`config.mk`:
```
export PLATFORM = sky130hd
export DESIGN_NAME = pc_unit_flat
export DESIGN_NICKNAME = d
export VERILOG_FILES = /design/src/rtl/pc_unit_pkg.sv /design/src/rtl/pc_unit_if.sv /design/src/rtl/pc_ras.sv /design/src/rtl/pc_unit.sv /design/src/flat_wrapper.sv
export SDC_FILE = /design/constraint.sdc
export NUM_CORES = 1
export LEC_CHECK = 0
export ABC_AREA = 1
export CAP_MARGIN = 40
export CORE_MARGIN = 8
export CORE_UTILIZATION = 50
export CTS_CLUSTER_DIAMETER = 200
export DETAILED_ROUTE_END_ITERATION = 10
export PLACE_DENSITY = 0.82
export SLEW_MARGIN = 25
export SYNTH_ARGS = -nofsm -noshare
export SYNTH_HDL_FRONTEND = slang
export SYNTH_SLANG_ARGS = --single-unit
export TNS_END_PERCENT = 10
```
`constraint.sdc`:
```
create_clock -name clk -period 2.7 [get_ports clk]
set_clock_uncertainty 0.15 [all_clocks]
set_input_delay 0.27 -clock clk [delete_from_list [all_inputs] [get_ports clk]]
set_output_delay 0.27 -clock clk [all_outputs]
set_load 0.1 [all_outputs]
```
`src/rtl/pc_unit_pkg.sv`:
```
// Shared definitions for the program-counter unit: op encoding and RAS sizing helper.
package pc_unit_pkg;

   typedef enum logic [2:0] {
      PC_HOLD = 3'd0,
      PC_INC  = 3'd1,
      PC_ADD  = 3'd2,
      PC_SUB  = 3'd3,
      PC_JMP  = 3'd4,
      PC_CALL = 3'd5,
      PC_RET  = 3'd6,
      PC_RSVD = 3'd7
   } pc_op_e;

   // Width of a counter that must hold 0..depth inclusive.
   function automatic int depth_w(input int depth);
      return $clog2(depth) + 1;
   endfunction

endpackage

```
`src/rtl/pc_unit_if.sv`:
```
// Decoder-to-PC-unit bundle: command inputs and registered PC/RAS status outputs.
interface pc_unit_if #(
   parameter int WIDTH = 16,
   parameter int DEPTH = 4
);
   import pc_unit_pkg::*;

   localparam int DW = depth_w(DEPTH);

   // No valid/ready pair: en qualifies op/offset every cycle, and the unit
   // always accepts a qualified op (one per cycle, never back-pressures).
   logic              en;
   pc_op_e            op;
   logic [WIDTH-1:0]  offset;
   logic [WIDTH-1:0]  pc;
   logic [WIDTH-1:0]  top;
   logic [DW-1:0]     depth;
   logic              empty;
   logic              full;
   logic              err;

   modport master (
      output en, op, offset,
      input  pc, top, depth, empty, full, err
   );

   modport slave (
      input  en, op, offset,
      output pc, top, depth, empty, full, err
   );

endinterface

```
`src/rtl/pc_ras.sv`:
```
// Circular return-address stack: push overwrites the oldest entry when full,
// pop when empty is ignored; overflow/underflow are reported as strobes.
module pc_ras
   import pc_unit_pkg::*;
#(
   parameter int WIDTH = 16,
   parameter int DEPTH = 4
) (
   input  logic                       clk,
   input  logic                       reset,
   input  logic                       push,
   input  logic                       pop,
   input  logic [WIDTH-1:0]           push_data,
   output logic [WIDTH-1:0]           top,
   output logic [depth_w(DEPTH)-1:0]  depth,
   output logic                       empty,
   output logic                       full,
   output logic                       ovf,
   output logic                       udf
);

   localparam int PW = $clog2(DEPTH);
   localparam int DW = depth_w(DEPTH);

   logic [WIDTH-1:0] mem [DEPTH];
   logic [PW-1:0]    wr_ptr;
   logic [DW-1:0]    cnt;
   logic [PW-1:0]    top_ptr;

   assign full    = (cnt == DW'(DEPTH));
   assign empty   = (cnt == '0);
   assign ovf     = push & full;
   assign udf     = pop & empty;
   assign depth   = cnt;
   assign top_ptr = wr_ptr - PW'(1);
   assign top     = empty ? '0 : mem[top_ptr];

   // When full, wr_ptr already points at the oldest entry, so a push simply
   // overwrites it and the counter saturates.
   always_ff @(posedge clk) begin
      if (reset) begin
         for (int i = 0; i < DEPTH; i++) begin
            mem[i] <= '0;
         end
         wr_ptr <= '0;
         cnt    <= '0;
      end else if (push) begin
         mem[wr_ptr] <= push_data;
         wr_ptr      <= wr_ptr + PW'(1);
         if (!full) begin
            cnt <= cnt + DW'(1);
         end
      end else if (pop && !empty) begin
         wr_ptr <= top_ptr;
         cnt    <= cnt - DW'(1);
      end
   end

endmodule

```
`src/rtl/pc_unit.sv`:
```
// Fetch-stage program counter with INC/ADD/SUB/JMP/CALL/RET and a return-address stack.
// Optional sticky stack-error flag built when PC_STACK_ERR_EN is defined.
module pc_unit
   import pc_unit_pkg::*;
#(
   parameter int WIDTH     = 16,
   parameter int STEP      = 1,
   parameter int DEPTH     = 4,
   parameter int RESET_VEC = 0
) (
   input  logic        clk,
   input  logic        reset,
   pc_unit_if.slave    bus
);

   localparam int               DW      = depth_w(DEPTH);
   localparam logic [WIDTH-1:0] STEP_W  = WIDTH'(STEP);
   localparam logic [WIDTH-1:0] RESET_W = WIDTH'(RESET_VEC);

   logic [WIDTH-1:0] pc_q;
   logic [WIDTH-1:0] pc_d;
   logic [WIDTH-1:0] ret_addr;
   logic             push;
   logic             pop;
   logic [WIDTH-1:0] ras_top;
   logic [DW-1:0]    ras_depth;
   logic             ras_empty;
   logic             ras_full;
   logic             ovf;
   logic             udf;

   assign ret_addr = pc_q + STEP_W;

   // Arithmetic wraps modulo 2^WIDTH; carries and borrows are dropped.
   always_comb begin
      pc_d = pc_q;
      push = 1'b0;
      pop  = 1'b0;
      if (bus.en) begin
         case (bus.op)
            PC_INC:  pc_d = pc_q + STEP_W;
            PC_ADD:  pc_d = pc_q + bus.offset;
            PC_SUB:  pc_d = pc_q - bus.offset;
            PC_JMP:  pc_d = bus.offset;
            PC_CALL: begin
               push = 1'b1;
               pc_d = pc_q + bus.offset;
            end
            PC_RET: begin
               pop = 1'b1;
               if (!ras_empty) begin
                  pc_d = ras_top;
               end
            end
            default: pc_d = pc_q;
         endcase
      end
   end

   always_ff @(posedge clk) begin
      if (reset) begin
         pc_q <= RESET_W;
      end else begin
         pc_q <= pc_d;
      end
   end

   pc_ras #(
      .WIDTH (WIDTH),
      .DEPTH (DEPTH)
   ) u_ras (
      .clk       (clk),
      .reset     (reset),
      .push      (push),
      .pop       (pop),
      .push_data (ret_addr),
      .top       (ras_top),
      .depth     (ras_depth),
      .empty     (ras_empty),
      .full      (ras_full),
      .ovf       (ovf),
      .udf       (udf)
   );

   assign bus.pc    = pc_q;
   assign bus.top   = ras_top;
   assign bus.depth = ras_depth;
   assign bus.empty = ras_empty;
   assign bus.full  = ras_full;

`ifdef PC_STACK_ERR_EN
   logic err_q;

   always_ff @(posedge clk) begin
      if (reset) begin
         err_q <= 1'b0;
      end else if (ovf || udf) begin
         err_q <= 1'b1;
      end
   end

   assign bus.err = err_q;
`else
   logic unused_strobes;
   assign unused_strobes = ovf | udf;
   assign bus.err        = 1'b0;
`endif

endmodule

```
`src/flat_wrapper.sv`:
```
// flat-port wrapper written by rule: the top's interface ports become plain ports
module pc_unit_flat import pc_unit_pkg::*;
#(
   parameter int WIDTH     = 16,
   parameter int STEP      = 1,
   parameter int DEPTH     = 4,
   parameter int RESET_VEC = 0
)
  (clk, reset, bus_en, bus_op, bus_offset, bus_pc, bus_top, bus_depth, bus_empty, bus_full, bus_err);
  pc_unit_if #(.WIDTH(WIDTH), .DEPTH(DEPTH)) bus_i ();
  input  logic clk;
  input  logic reset;
  input wire logic [$bits(bus_i.en)-1:0] bus_en;
  input wire logic [$bits(bus_i.op)-1:0] bus_op;
  input wire logic [$bits(bus_i.offset)-1:0] bus_offset;
  output wire logic [$bits(bus_i.pc)-1:0] bus_pc;
  output wire logic [$bits(bus_i.top)-1:0] bus_top;
  output wire logic [$bits(bus_i.depth)-1:0] bus_depth;
  output wire logic [$bits(bus_i.empty)-1:0] bus_empty;
  output wire logic [$bits(bus_i.full)-1:0] bus_full;
  output wire logic [$bits(bus_i.err)-1:0] bus_err;
  assign bus_i.en = bus_en;
  assign bus_i.op = bus_op;
  assign bus_i.offset = bus_offset;
  assign bus_pc = bus_i.pc;
  assign bus_top = bus_i.top;
  assign bus_depth = bus_i.depth;
  assign bus_empty = bus_i.empty;
  assign bus_full = bus_i.full;
  assign bus_err = bus_i.err;
  pc_unit #(.WIDTH(WIDTH), .STEP(STEP), .DEPTH(DEPTH), .RESET_VEC(RESET_VEC)) u_core (.clk(clk), .reset(reset), .bus(bus_i));
endmodule
```
==> results.json, run 1 <==
{
  "run_status": "completed",
  "met1_usage_pct": 31.6,
  "numPortBuffers": 58,
  "dpl.hpwl_um": 13600,
  "gr-usage-all-layers_pct": 24.2,
  "globalplace.congestion": 0.931,
  "maxSlewViolCount": 0,
  "setup_tns_ns": 0,
  "grt_busiest_layer": "met2",
  "ir_drop_mv": 0.362,
  "avgRoutedWirePerCell_um": 17.6,
  "power_density_nw_per_um2": 538,
  "cts.sinks": 85,
  "synth.top_cell.area_share_pct": 34.5,
  "synth_edf_count": 64,
  "cp-start-kind": "input port",
  "yosys.cell_types.count": 44,
  "ys_ff_latch": 85,
  "die_w_um": 122,
  "clock_latency_ns": 0.37,
  "grt_overflow_total": 0,
  "drv_cap": 0,
  "synthTopCellsByCount": "nand2_1, nor2_1, inv_1, edfxtp_1, nand3_1",
  "root_buffer": "clkbuf_8",
  "cp_common_cell": "nand2_1",
  "cts_buffer_depth": 2,
  "synth_flop_cell": "edfxtp_1",
  "syn_inst": 734,
  "core_um2": 10800,
  "crit_path_cell_trace": "clkdlybuf4s50_1 -> inv_2 -> nand3_4 -> o31ai_4 -> o21ai_2 -> xor2_1 -> ha_1 -> nand2_2 -> nor2_4 -> inv_2 -> nor2_2 -> nand2_1 -> nand2_1 -> nand2_1 -> nand3_2 -> nand2_1 -> nand2_1 -> a21oi_2",
  "drt-total-wl_um": 17900,
  "use_met3_pct": 4.72,
  "fmax_mhz": 389,
  "p_leak_nw": 3.29,
  "area_growth_pct": 35.6,
  "yosysTopAreaCell": "edfxtp_1",
  "whs_ns": 0.211,
  "start_util_pct": 51.4,
  "cts_tree": "yes",
  "setup_violations": 0,
  "nets": 915,
  "htreeDepth": 3,
  "yosys_warnings": 0,
  "cp_max_fo": 3,
  "critical-path-max-stage-delay_ns": 0.41,
  "critical_path_class": "input port to flip-flop",
  "dieArea_um2": 14800,
  "clkTransAtPathRegs_ns": 0.09,
  "critPathBufInv": 3,
  "hold_path_class": "input port to flip-flop",
  "grt_antenna_before_repair": 0,
  "cp_top_family": "simple AND/OR/NAND/NOR gates",
  "first_iter_violations": 646,
  "crit_required_ns": 2.79,
  "total_power_w": 0.00407,
  "grt_pass1_wl_um": 28500,
  "period_minus_slack_ns": 2.57,
  "viasPerCell": 5.73,
  "die_height_um": 122,
  "async_flop_share_pct": 0,
  "diodes": 0,
  "grt_pass1_vias": 5672,
  "via_count": 5824,
  "syn-num-nets": 778,
  "layout-drive-gt1-share_pct": 24.9,
  "crit_slowest_cell": "clkdlybuf4s50_1",
  "ioPinCount": 60,
  "ant_nets": 0,
  "drc_errors": 0,
  "rows": 38,
  "finalHoldViolCount": 0,
  "avgSynthCellArea_um2": 7.59,
  "drt_first_pass_iters": 7,
  "critPathArrivalTime_ns": 2.66,
  "cts-buffers-inserted": 9,
  "grt_max_degree": 24,
  "ys_seq_area_share_pct": 42.0,
  "synth.area.top_cells": "edfxtp_1, nand2_1, nor2_1",
  "cp-end-kind": "flip-flop",
  "synth_area_um2": 5570,
  "use_met2_pct": 39.4,
  "period_share_pct": 95.3,
  "yosysMostFrequentCell": "nand2_1"
}
## timing repair
item	in CTS	in global routing
hold buffers	0	0
gates cloned	0	0
buffers inserted	2	4
setup endpoints to repair	6	13
gates resized for setup	22	40
pin swaps	5	24
## cells by family after synthesis
family                     share of synthesized area, %
other                                            0.0673
AOI/OAI and AO/OA                                  13.3
xor gates and xnor gates                           3.93
buffers and inverters                              7.52
DFF                                                42.0
adders and majority gates                          5.21
and+or+nand+nor                                    28.0
## per-stage QoR
step	area [um2]	setup WS (ns)	instances	util [%]
floorplan	5690	-0.429	734	-
CTS	7390	-0.0225	1012	68.1
global route	7560	-0.0499	1016	69.7
finish	7560	0.128	1016	69.7
global placement	7070	-0.485	994	65.3
detailed placement	7070	-0.522	994	65.3
## worst paths after layout
kind	startpoint	endpoint	slack, ns	cells past startpoint
max	bus_offset[6]	u_core.bus.pc[13]	0.13	18
min	bus_offset[2]	u_core.bus.pc[2]	0.21	4
max reg2reg	u_core.bus.pc[0]	u_core.bus.pc[14]	0.31	13
min reg2reg	u_core.u_ras.depth[0]	u_core.u_ras.depth[0]	0.38	1
## layout by cell type (no fill, tap or decap), drive strengths merged, types with 21 or more instances in the layout
cell / instances
nand2: 165
buf: 123
nor2: 121
inv: 86
edfxtp: 64
nand3: 52
a21oi: 47
o21ai: 44
dfxtp: 21
## routing by layer
layer  part of all wire, %  routed length (um)  vias to the layer above
met5                     0                   0                        -
met4                   2.9                 524                        0
met3                    11                1890                       51
met1                    40                7140                     2696
met2                    47                8360                      352
li1                      -                   -                     2725
## where the power goes
part           internal [W]  leakage, nW  switching, W
Clock              0.000621        0.119      0.000486
Combinational      0.000504         2.34      0.000929
Sequential          0.00146        0.833     0.0000669
## registers in the layout, indices dropped and copies added (netlist names)
name and flops:
u_core.u_ras.depth 3, u_core.bus.pc 16, u_core.u_ras.mem 64, u_core.u_ras.wr_ptr 2
## tightest hold or removal path: cells and delay by family
family / cells / cell delay (ns)
AO/OA/AOI/OAI: 1 / 0.07
buffers and inverters: 2 / 0.28
AND/OR/NAND/NOR: 1 / 0.06
## cell type report
type | instances | area, um2
fill | 858 | 3280
multi-input combinational | 546 | 3090
sequential | 85 | 2350
timing repair buffer | 144 | 1380
inverter | 85 | 323
tap | 140 | 175
clock buffer | 9 | 124
clock inverter | 7 | 121
Power figures use the tool's default switching activity.
==> inputs of run 2 (changes only) <==
--- a/config.mk
+++ b/config.mk
@@ -6,7 +6,7 @@
 export NUM_CORES = 1
 export LEC_CHECK = 0
 export ABC_AREA = 1
-export CAP_MARGIN = 40
+export CAP_MARGIN = 20
 export CORE_MARGIN = 8
 export CORE_UTILIZATION = 50
 export CTS_CLUSTER_DIAMETER = 200
==> results of run 2 <==
Final layout, timing and power as in run 1 (identical DEF).
==> inputs of run 3 (changes only) <==
--- a/config.mk
+++ b/config.mk
@@ -11,7 +11,9 @@
 export CORE_UTILIZATION = 50
 export CTS_CLUSTER_DIAMETER = 200
 export DETAILED_ROUTE_END_ITERATION = 10
+export HOLD_SLACK_MARGIN = 0.03
 export PLACE_DENSITY = 0.82
+export SKIP_LAST_GASP = 1
 export SLEW_MARGIN = 25
 export SYNTH_ARGS = -nofsm -noshare
 export SYNTH_HDL_FRONTEND = slang
==> constraint.sdc (replaced) <==
create_clock -name clk -period 2.7 [get_ports clk]
set_clock_uncertainty 0.15 [all_clocks]
set_input_delay 0.81 -clock clk [delete_from_list [all_inputs] [get_ports clk]]
set_output_delay 0.81 -clock clk [all_outputs]
set_load 0.1 [all_outputs]
==> run 3 against run 2 <==
Effect of this change:
- the run now ends with negative setup slack left
- sequential power barely moved
- die area stayed put
- first-iteration DRC count down 7.9%
- via count grew 3.5%
- count of clock-buffer cells in the layout is 1 higher
- setup slack got worse by 0.35 ns
- critical endpoint is now u_core.bus.pc[14]
- largest cell class unchanged
==> results.json, run 3 (same netlist as run 1, synthesis figures left out) <==
{
  "fill_cells": 787,
  "area_growth_pct": 43.9,
  "first_iter_violations": 595,
  "htreeDepth": 3,
  "die_height_um": 122,
  "nets": 942,
  "rows": 38,
  "max_slew_margin_pct": 66.4,
  "setup_slack_ns": -0.224,
  "multi_input_area_um2": 3250,
  "dieArea_um2": 14800,
  "critPathArrivalTime_ns": 3.06,
  "die_w_um": 122,
  "power_density_nw_per_um2": 514,
  "maxSlewViolCount": 0,
  "violations": "negative setup slack",
  "fmax_mhz": 342,
  "grt_overflow_total": 0,
  "dpl.hpwl_um": 14300,
  "root_buffer": "clkbuf_8",
  "layout-drive-gt1-share_pct": 31.2,
  "drt-total-wl_um": 19500,
  "cts.sinks": 85,
  "top_register": "u_core.u_ras.mem",
  "grt_pass1_vias": 6070,
  "hold_path_class": "flip-flop to flip-flop",
  "cts_buffer_depth": 2,
  "use_met2_pct": 45.9,
  "clkTransAtPathRegs_ns": 0.09,
  "cp-end-kind": "flip-flop",
  "clock_latency_ns": 0.36,
  "grt_setup_unrepaired": "true",
  "run_status": "complete, but fails checks",
  "use_met3_pct": 4.49,
  "ioPinCount": 60,
  "drt_first_pass_iters": 6,
  "numPortBuffers": 58,
  "ant_nets": 0,
  "placement.setup.worst_slack_ns": -1.17,
  "cp-start-kind": "input port",
  "final_area_um2": 8020,
  "seqCellArea_um2": 2350,
  "globalplace.congestion": 0.938,
  "grt_busiest_layer": "met2",
  "drv_cap": 0,
  "core_um2": 10800,
  "crit_start": "bus_offset[8]",
  "avgRoutedWirePerCell_um": 18.7,
  "place_area_um2": 7380,
  "grt_pass1_wl_um": 31000,
  "worstMarginPinSlew_ns": 0.502,
  "r2r-start": "u_core.bus.pc[0]",
  "final_util_pct": 74.0,
  "crit_required_ns": 2.84,
  "drc_errors": 0,
  "post-place-cells": 1012,
  "largest_register_ffs": 64,
  "period_share_pct": 108,
  "period_minus_slack_ns": 2.92,
  "viasPerCell": 5.78,
  "via_count": 6030,
  "diodes": 0,
  "grt_max_degree": 21,
  "met1_usage_pct": 32.0,
  "final_common_cell": "nand2_1",
  "gr-usage-all-layers_pct": 26.5,
  "grt_antenna_before_repair": 0,
  "cp_max_fo": 5,
  "cts_tree": "yes",
  "p_leak_nw": 3.41,
  "ir_drop_mv": 0.316,
  "cts-buffers-inserted": 9,
  "critical_path_class": "input port to flip-flop",
  "min_from": "u_core.u_ras.depth[0]",
  "final_cells": 1043,
  "setup_tns_ns": -3.18,
  "finalHoldViolCount": 0,
  "start_util_pct": 51.4,
  "setup_violations": 26,
  "final_cell_mix": "nand2_1, buf_4, nor2_1"
}
-- run 3: changes by cell type in the layout (fill, tap and decap cells not counted), moves of 5 or more --
cell             change
buf_4               +12
buf_12              +10
dlymetal6s2s_1       -8
a21oi_1              -7
a21oi_2              +7
inv_1                -7
buf_2                +6
buf_6                +6
nor2_4               +6
clkdlybuf4s50_1      -5
o21ai_0              -5
-- run 3: through the flow --
stage | hold slack, ns | power [W]
after detailed placement | 0.325 | 0.00296
after floorplan | 0.348 | 0.00239
final | 0.339 | 0.00412
after global placement | 0.317 | 0.00293
after global routing | 0.369 | 0.00428
after CTS | 0.338 | 0.00407
-- run 3: layout make-up --
type                            count  share of cell area [%]
Clock buffer                       10                    1.59
Clock inverter                      6                    1.17
Inverter                           85                    4.28
Multi-Input combinational cell    546                    40.6
Sequential cell                    85                    29.3
Tap cell                          140                    2.18
Timing Repair Buffer              171                    20.8
-- run 3: metal layers --
metal | share of wire [%] | vias to the layer above
met5 | 0 | -
met4 | 3.4 | 0
met1 | 39 | 2839
met2 | 50 | 334
li1 | - | 2797
met3 | 8.3 | 60
-- run 3: worst paths after layout --
check                                        endpoint  slack, ns  depth (start not counted)
worst max-delay path                u_core.bus.pc[14]      -0.22                         15
worst min-delay path            u_core.u_ras.depth[0]       0.34                          1
worst max register to register      u_core.bus.pc[10]       0.32                         12
worst min register to register  u_core.u_ras.depth[0]       0.34                          1
-- run 3: critical path: stages --
cell,delay [ns]
dlygate4sd2_1,0.25
nor2_1,0.14
nand2_1,0.12
o31ai_2,0.23
buf_4,0.18
o21ai_2,0.05
xor2_1,0.17
ha_2,0.34
a21oi_1,0.16
nand2_1,0.10
a21oi_2,0.13
nand2_1,0.06
nand2_1,0.06
nand3_1,0.09
a21oi_1,0.16
-- run 3: where the power goes --
group / switching (W) / total, W / internal, W
Sequential: 0.0000725 / 0.00153 / 0.00146
Clock: 0.000485 / 0.00102 / 0.000530
Combinational: 0.000995 / 0.00157 / 0.000576
-- run 3: repair_timing --
| item | CTS | global route |
|---|---|---|
| pin swaps | 39 | 19 |
| endpoints found under the setup margin | 31 | 30 |
| hold buffers | 0 | 0 |
| setup buffers | 14 | 2 |
| cloned | 0 | 0 |
| resized for setup | 127 | 18 |
